## config.mk

```make
export PLATFORM = sky130hd
export DESIGN_NAME = fetch_stage
export DESIGN_NICKNAME = d
export VERILOG_FILES = /design/src/rtl/fetch_stage.sv
export SDC_FILE = /design/constraint.sdc
export NUM_CORES = 1
export LEC_CHECK = 0
export CAP_MARGIN = 15
export CORE_ASPECT_RATIO = 0.7
export CORE_MARGIN = 2
export CORE_UTILIZATION = 48
export CTS_BUF_LIST = sky130_fd_sc_hd__clkbuf_16
export DETAILED_ROUTE_END_ITERATION = 8
export GPL_TIMING_DRIVEN = 0
export HOLD_SLACK_MARGIN = 0.12
export PLACE_DENSITY = 0.87
export RECOVER_POWER = 100
export REMOVE_ABC_BUFFERS = 1
export SLEW_MARGIN = 20
export SYNTH_ARGS = -nofsm -noshare
export SYNTH_HDL_FRONTEND = slang
export SYNTH_SLANG_ARGS = --single-unit
```

## constraint.sdc

```tcl
create_clock -name clk -period 5.99 [get_ports clk]
set_input_delay 1.797 -clock clk [delete_from_list [all_inputs] [get_ports clk]]
set_output_delay 1.797 -clock clk [all_outputs]
set_load 0.02 [all_outputs]
```

## src/rtl/fetch_stage.sv

```systemverilog
// ---------------------------------------------------------------------------
// fetch_stage
//   Instruction-fetch stage sitting directly in front of a combinational
//   program memory. Owns the PC, drives the fetch address and captures the
//   returned instruction, together with its PC+4, into the IF/ID register.
//
//   Update priority on each rising clk edge, highest first:
//       reset  >  redirect  >  stall  >  advance
//
//   Optional feature, controlled by macro FETCH_ALIGN_CHECK_EN:
//       defined     - redirect targets are forced to word alignment and
//                     misaligned_o is set sticky (until reset) whenever a
//                     redirect target has non-zero low bits.
//       not defined - target loaded unmodified, no misaligned_o port.
//
// Ports:
//   clk                  rising-edge clock
//   reset                synchronous active-low reset
//   stall_i              hazard hold: PC and IF/ID keep their values
//   redirect_i           branch/jump resolved: load target, flush IF/ID
//   redirect_target_i    byte address of the next instruction on redirect
//   instruction_i        program memory data for pc_o (same cycle)
//   pc_o                 fetch address (PC register)
//   if_id_instruction_o  registered instruction to decode
//   if_id_pc_plus4_o     registered PC+4 of that instruction
//   if_id_valid_o        1 = real instruction, 0 = bubble
//   misaligned_o         sticky misaligned-redirect flag (macro only)
// ---------------------------------------------------------------------------
module fetch_stage #(
    parameter int                    DATA_WIDTH = 32,
    parameter logic [DATA_WIDTH-1:0] RESET_PC   = '0,
    parameter logic [DATA_WIDTH-1:0] NOP_INSTR  = '0
) (
    input  logic                  clk,
    input  logic                  reset,
    input  logic                  stall_i,
    input  logic                  redirect_i,
    input  logic [DATA_WIDTH-1:0] redirect_target_i,
    input  logic [DATA_WIDTH-1:0] instruction_i,
    output logic [DATA_WIDTH-1:0] pc_o,
    output logic [DATA_WIDTH-1:0] if_id_instruction_o,
    output logic [DATA_WIDTH-1:0] if_id_pc_plus4_o,
`ifdef FETCH_ALIGN_CHECK_EN
    output logic                  misaligned_o,
`endif
    output logic                  if_id_valid_o
);

    logic [DATA_WIDTH-1:0] r_pc;
    logic [DATA_WIDTH-1:0] r_if_id_instr;
    logic [DATA_WIDTH-1:0] r_if_id_pc_plus4;
    logic                  r_if_id_valid;

    logic [DATA_WIDTH-1:0] w_pc_plus4;
    logic [DATA_WIDTH-1:0] w_redirect_pc;

    // Wraps modulo 2^DATA_WIDTH; no overflow indication is wanted.
    assign w_pc_plus4 = r_pc + DATA_WIDTH'(4);

`ifdef FETCH_ALIGN_CHECK_EN
    logic r_misaligned;
    logic w_target_misaligned;

    assign w_target_misaligned = |redirect_target_i[1:0];
    assign w_redirect_pc       = {redirect_target_i[DATA_WIDTH-1:2], 2'b00};

    always_ff @(posedge clk) begin
        if (!reset) begin
            r_misaligned <= 1'b0;
        end else if (redirect_i && w_target_misaligned) begin
            r_misaligned <= 1'b1;
        end
    end

    assign misaligned_o = r_misaligned;
`else
    assign w_redirect_pc = redirect_target_i;
`endif

    always_ff @(posedge clk) begin
        if (!reset) begin
            r_pc             <= RESET_PC;
            r_if_id_instr    <= NOP_INSTR;
            r_if_id_pc_plus4 <= '0;
            r_if_id_valid    <= 1'b0;
        end else if (redirect_i) begin
            // The instruction fetched this cycle is on the wrong path: drop it.
            r_pc             <= w_redirect_pc;
            r_if_id_instr    <= NOP_INSTR;
            r_if_id_pc_plus4 <= '0;
            r_if_id_valid    <= 1'b0;
        end else if (!stall_i) begin
            r_pc             <= w_pc_plus4;
            r_if_id_instr    <= instruction_i;
            r_if_id_pc_plus4 <= w_pc_plus4;
            r_if_id_valid    <= 1'b1;
        end
    end

    assign pc_o                = r_pc;
    assign if_id_instruction_o = r_if_id_instr;
    assign if_id_pc_plus4_o    = r_if_id_pc_plus4;
    assign if_id_valid_o       = r_if_id_valid;

endmodule

```

### After elaboration in Yosys (flattened, before gate mapping)

Index checks and enable logic that the tools add are counted.

* bits of input ports: 68
* output and inout port bits: 97
* word-level logic and storage cells: 10
* register bits: 97

* bitwise operators: 1
* equal/unequal tests: 1
* $add $sub $neg: 1
* multiplexer cells: 2
* reduce and logical (&&, ||, !) cells: 1

Operators with widths (number)
* $mux 32: 2
* $add 32x3->32 const B: 1
* $ne 2x1->1 const B: 1
* $reduce_or 2->1: 1
* $not 1->1: 1

### Longest topological paths before layout

Gate-level depths: netlist of the first run.

* depth in word-level cells: 3
* depth in mapped cells: 7
* gate-level depth less buffers: 5

### Least setup slack after synthesis of the first run

OpenSTA, ideal clock, no wires.

* path type: input to register
* start: input port stall_i
* end: register r_pc[31], in the netlist pc_o[31]
* buffers on the path: 3
* data arrival time: 3128 ps
* setup slack: 2725 ps
* cell stages on the path: 6
* cells stage by stage: clkbuf_1 or4_1 clkbuf_1 buf_2 o41ai_1 a31oi_1

* longest elaborated chain between the ends: 1

Ends and longest elaborated chain
* start, declared: line 36 `input logic stall_i,`
* $ne 2x1->1 (no source line)
* end signal, assigned: line 88 `r_pc <= w_redirect_pc;`
* end signal, assigned: line 93 `r_pc <= w_pc_plus4;`
* end, declared: line 49 `logic [DATA_WIDTH-1:0] r_pc;`

Every way passes these cells.
A chain may end at the register's enable or synchronous reset.

### Final worst setup path of the first run

* start: input port redirect_i
* end: register r_if_id_instr[17], in the netlist if_id_instruction_o[17]

* longest elaborated chain between the ends: 1

Ends and longest elaborated chain
* start, declared: line 37 `input logic redirect_i,`
* $reduce_or 2->1 (no source line)
* end signal, assigned: line 94 `r_if_id_instr <= instruction_i;`
* end, declared: line 50 `logic [DATA_WIDTH-1:0] r_if_id_instr;`

Every way passes these cells.

==> run metrics, run 1 <==
Worst Skew=4.67 ps; Die ar.=10100 µm²; critical setup path kind=in2reg; initial antenna violation count=0; die width=120 µm; drt total wl=13800 µm; initial core utilization=0.494; critical path arrival=4810 ps; # port buffers=164; Clock Latency Late Sink=340 ps; CTS Buf Count=9; max_cap viols=0; crit path max fanout=30; r2r worst-path depth=5; post-detail-place hpwl=9500 µm; worst-margin pin slew=1340 ps; LEAKAGE=0.00250 µW; Post-synth EDFFs=0; n_diodes=0; Non-Filler Instances=785; nets=725; fin. max-slew vios=0; detailed-route via count=4576; # IOs=165; clk root buf=clkbuf_16; # placed instances=769; register area share after synthesis=0.433; Detailed Route Iter0 Violations=341; Mapped Avg Cell Area=8.57 µm²; Hold Path Stages=1; H-tree Lvls=3; CTS Sinks=97; RSZ-0062 raised after global routing=false; All-Layer GR Usage=0.268; area delta synth->final=44.1%; Synth Register Bits=97; final hold vios=0; Tmin final=4640 ps; DR DRC count=0; core area=9070 µm²; DRT Pass-1 Iters=5; fmax=0.216 GHz; post-route ant nets=0; routability cong.=0.825; layout cells sized above 1=0.0408; most common cell after layout, fill and taps aside=dlygate4sd3_1; routed len/inst=17.5 µm; post-cts sizing count=0; VDD IR max=158 µV; postcts setup bufs=0; Post-Synthesis Cells=523; Clk pin slew, worst setup/hold paths=70 ps; Mapped Area=4480 µm²; TritonCTS clock tree=yes; number of global-route vias before repair=4290; GRT Residual Overflow=0; Slew headroom=0.106; final setup vio count=0; run status=finished clean; pwr/cell area=243 nW/µm²; cell area after layout=6460 µm²; num rows=29; most frequent cells in the layout=dlygate4sd3_1 (98), dfxtp_1 (97), clkdlybuf4s50_1 (64), o21ai_0 (59), nor2_1 (45); Async S/R FF share, synth=0; Hold WC Path Type=reg2reg; Worst setup SP type=input port; chip height=84.9 µm; worst endpoint required time=6170 ps; post-layout util=0.712; final period utilization=0.774; Distinct cells, synth=42; Area after DPL=6170 µm²; fillcell total=709; drt via density=5.83; Post-CTS Hold Buffers=0; TNS Setup=0 ps; pin count of the biggest net entering global routing=56; Yosys warning count=0; nature of the critical path endpoint=flip-flop; total power=1570 µW; global-route wire length before repair=21800 µm; Main synth FF type=dfxtp_1; Longest Clk Path Bufs=2
## report_power, final
part / switching [µW] / total, µW / internal, µW / leakage (µW)
logic: 121 / 239 / 117 / 0.00155
clock network: 254 / 621 / 367 / 0.000160
registers: 34.7 / 710 / 675 / 0.000796
total: 410 / 1570 / 1160 / 0.00250
## through the flow
step	worst slack, ps	hold WS [ps]
2_1_floorplan	2730	536
3_3_place_gp	-1880	435
3_5_place_dp	973	452
4_1_cts	1300	466
5_1_grt	1130	486
6_report	1350	457
## worst max-delay path: stages
cell           delay [ps]
dlygate4sd3_1        1240
nand2b_1              580
clkbuf_1             1040
nor2_1                130
## path summary, 6_finish.rpt
check,slack (ps),end,start
setup / recovery,1350,if_id_instruction_o[17],redirect_i
hold / removal,460,if_id_valid_o,if_id_valid_o
setup reg to reg,3110,if_id_pc_plus4_o[24],pc_o[2]
hold reg to reg,460,if_id_valid_o,if_id_valid_o
## flip-flops by register name, indices dropped and copies added (netlist names)
name and count:
if_id_instruction_o 32, if_id_pc_plus4_o 32, if_id_valid_o 1, pc_o 32
## Yosys cell counts (all sizes together) (8+ instances only)
library cell,instances,area (µm²)
a21oi,20,100
a31oi,27,169
buf,9,48.8
clkbuf,37,139
dfxtp,97,1940
mux2i,36,360
nand2,24,90.1
nand2b,8,50.1
nand3,11,60.1
nand4,8,50.1
nor2,45,169
nor3,17,85.1
nor4,13,81.3
o21ai,59,295
o31ai,9,67.6
or3,18,113
or4,14,105
xnor2,16,140
## metal layers
metal  share of wire  GRT usage
met1            0.42      0.348
met2            0.48      0.439
met3           0.077     0.0652
met4           0.023     0.0963
met5               0          0
## cell type report
| type | instances | area, µm² | area share |
|---|---|---|---|
| clock inverters | 7 | 92.6 | 0.0143 |
| repair buffers | 168 | 1680 | 0.260 |
| clock buffers | 9 | 225 | 0.0349 |
| well taps | 124 | 155 | 0.0240 |
| multi-input cells | 374 | 2340 | 0.362 |
| inverters | 6 | 23.8 | 0.00368 |
| flip-flops and latches | 97 | 1940 | 0.301 |
## logic make-up after synthesis
group	after synthesis	synth area share
flops	97	0.433
mux	36	0.0804
xor+xnor	19	0.0371
buf+inv	52	0.0469
compound gates	138	0.185
fa+ha+maj	1	0.00279
simple gates	180	0.215
No activity file was read; power rests on OpenSTA's default activity.
==> inputs of run 2 (changes only) <==
--- a/config.mk
+++ b/config.mk
@@ -8,12 +8,12 @@
 export CAP_MARGIN = 15
 export CORE_ASPECT_RATIO = 0.7
 export CORE_MARGIN = 2
-export CORE_UTILIZATION = 48
+export CORE_UTILIZATION = 40
 export CTS_BUF_LIST = sky130_fd_sc_hd__clkbuf_16
 export DETAILED_ROUTE_END_ITERATION = 8
 export GPL_TIMING_DRIVEN = 0
 export HOLD_SLACK_MARGIN = 0.12
-export PLACE_DENSITY = 0.87
+export PLACE_DENSITY = 0.77
 export RECOVER_POWER = 100
 export REMOVE_ABC_BUFFERS = 1
 export SLEW_MARGIN = 20
==> constraint.sdc (replaced) <==
create_clock -name clk -period 3.9 [get_ports clk]
set_input_delay 1.17 -clock clk [delete_from_list [all_inputs] [get_ports clk]]
set_output_delay 1.17 -clock clk [all_outputs]
set_load 0.02 [all_outputs]
==> run metrics, run 2 (same netlist as run 1, synthesis figures left out) <==
crit-path cells=dlygate4sd3_1 -> nand2b_1 -> buf_16 -> nor2_1 -> nand4_1 -> nand3_1; crit path max fanout=28 (-6.7%); failing checks=capacitance limit, slew limit; critical setup path kind=in2reg; worst-margin pin slew=1590 ps (+253 ps); nets=725 (unchanged); pin count of the biggest net entering global routing=57 (+1.8%); routed len/inst=17.0 µm (-2.7%); Worst Skew=7.85 ps (+3.18 ps); Slew headroom=-0.0635 (-0.170); most frequent cells in the layout=dlygate4sd3_1 (98), dfxtp_1 (97), clkdlybuf4s50_1 (64), o21ai_0 (59), nor2_1 (45); nature of the critical path endpoint=flip-flop; worst endpoint required time=4120 ps (-2050 ps); Die ar.=12100 µm² (+19%); H-tree Lvls=3 (unchanged); global-route wire length before repair=21700 µm (-0.66%); drt total wl=13900 µm (+0.84%); R2R Setup Slk=1020 ps (-2090 ps); final hold vios=0 (unchanged); Hold EP=if_id_valid_o; FF-to-FF Start=pc_o[2]; GRT Residual Overflow=0 (unchanged); post-layout util=0.591 (-0.121); Worst R2R End=if_id_pc_plus4_o[24]; DRT Pass-1 Iters=5 (unchanged); critical path arrival=3550 ps (-1260 ps); post-route ant nets=0 (unchanged); Longest Clk Path Bufs=2 (unchanged); layout cells sized above 1=0.0439 (+0.00303); num rows=32 (+10%); CP max stage delay=1200 ps (-40 ps); # port buffers=164 (unchanged); LEAKAGE=0.00249 µW (-0.44%); Detailed Route Iter0 Violations=378 (+11%); CP Buf/Inv Count=2 (unchanged); number of global-route vias before repair=4306 (+0.37%); n_diodes=0 (unchanged); VDD IR max=205 µV (+29%); clk root buf=clkbuf_16; final period utilization=0.854; r2r worst-path depth=5 (unchanged); total power=2310 µW (+47%); run status=complete, but fails checks; CTS Sinks=97 (unchanged); cell family with most CP delay=buffers and inverters; pwr/cell area=356 nW/µm² (+46%); final setup vio count=0 (unchanged); All-Layer GR Usage=0.225 (-0.0429); Clk pin slew, worst setup/hold paths=70 ps (about the same); DR DRC count=0 (unchanged); Tmin final=3330 ps; fin. max-slew vios=56 (+56); RSZ-0062 raised after global routing=false; Critical-path top delay cell=dlygate4sd3_1; Critical Path Source=redirect_i; core area=11000 µm² (+21%); most common cell after layout, fill and taps aside=dlygate4sd3_1; CTS Buf Count=9 (unchanged); post-detail-place hpwl=9730 µm (+2.4%); drt via density=5.56 (-4.6%); Clock Latency Late Sink=350 ps (about the same); Hold Path Stages=1 (unchanged); detailed-route via count=4529 (-1.0%); die width=131 µm (+9.2%); fillcell total=971 (+37%); fmax=0.300 GHz; initial antenna violation count=0 (unchanged); area delta synth->final=44.5%; initial core utilization=0.409 (-0.0856); hold_sp=if_id_valid_o; max_cap viols=1 (+1); TritonCTS clock tree=yes; chip height=92.6 µm (+9.1%); # IOs=165 (unchanged); Hold WC Path Type=reg2reg; Worst setup SP type=input port; routability cong.=0.814 (-1.4%)
==> run 2: changes by cell type in the layout (fill, tap and decap cells not counted) <==
cell	delta
clkinvlp_4	+2
buf_6	+1
bufinv_16	-2
buf_16	+1
buf_4	+1
clkbuf_1	-2
inv_2	+1
clkinv_2	-2
inv_8	+1
buf_8	-1
==> run 2: worst max path at each step <==
stage                     cells after the start  slack (ps)        to
after floorplan                               5        1250  pc_o[24]
after global placement                        5       -3390  pc_o[24]
after detailed placement                      4        -490  pc_o[16]
after CTS                                     4         490  pc_o[16]
after global routing                          6         370  pc_o[30]
final                                         6         570  pc_o[30]
==> run 2: routing by layer <==
layer	track usage	vias to the layer above	share of wire
met5	0	-	0
met4	0.0683	0	0.019
met3	0.0451	24	0.066
met2	0.378	180	0.48
met1	0.293	2129	0.43
li1	-	2196	-
==> run 2: power breakdown <==
part	total, µW	internal, µW	switching, µW
Sequential	1090	1040	52.7
Combinational	370	183	187
Clock	846	440	407
==> run 2: worst reg2reg max path: stages (launching register included) <==
cell	delay (ps)
dfxtp_1	450
ha_1	270
nand3_1	350
or4_1	940
or4_1	630
a31oi_1	160
==> run 2: layout make-up <==
| cell class | count | area (µm²) | share of cell area |
|---|---|---|---|
| clock inverter | 7 | 53.8 | 0.00830 |
| clock buffer | 9 | 225 | 0.0348 |
| timing repair buffer | 168 | 1710 | 0.263 |
| multi-input combinational | 374 | 2340 | 0.361 |
| tap | 153 | 191 | 0.0295 |
| sequential | 97 | 1940 | 0.300 |
| inverter | 6 | 22.5 | 0.00348 |
==> run 2: what timing repair did <==
action                     in CTS  in global routing
setup endpoints to repair      15                  0
hold buffers                    0                  0
setup buffers                   0                  0
resized for setup               1                  0
==> run 2: metrics by stage <==
| step | setup WS (ps) | instance area, µm² | hold slack (ps) | setup TNS [ps] | std cells |
|---|---|---|---|---|---|
| finish | 571 | 6480 | 445 | 0 | 814 |
| global route | 369 | 6480 | 490 | 0 | 814 |
| CTS | 485 | 6480 | 458 | 0 | 814 |
| detailed placement | -485 | 6200 | 442 | -8870 | 798 |
| global placement | -3390 | 6130 | 436 | -154940 | 794 |
| floorplan | 1250 | 4300 | 536 | 0 | 477 |
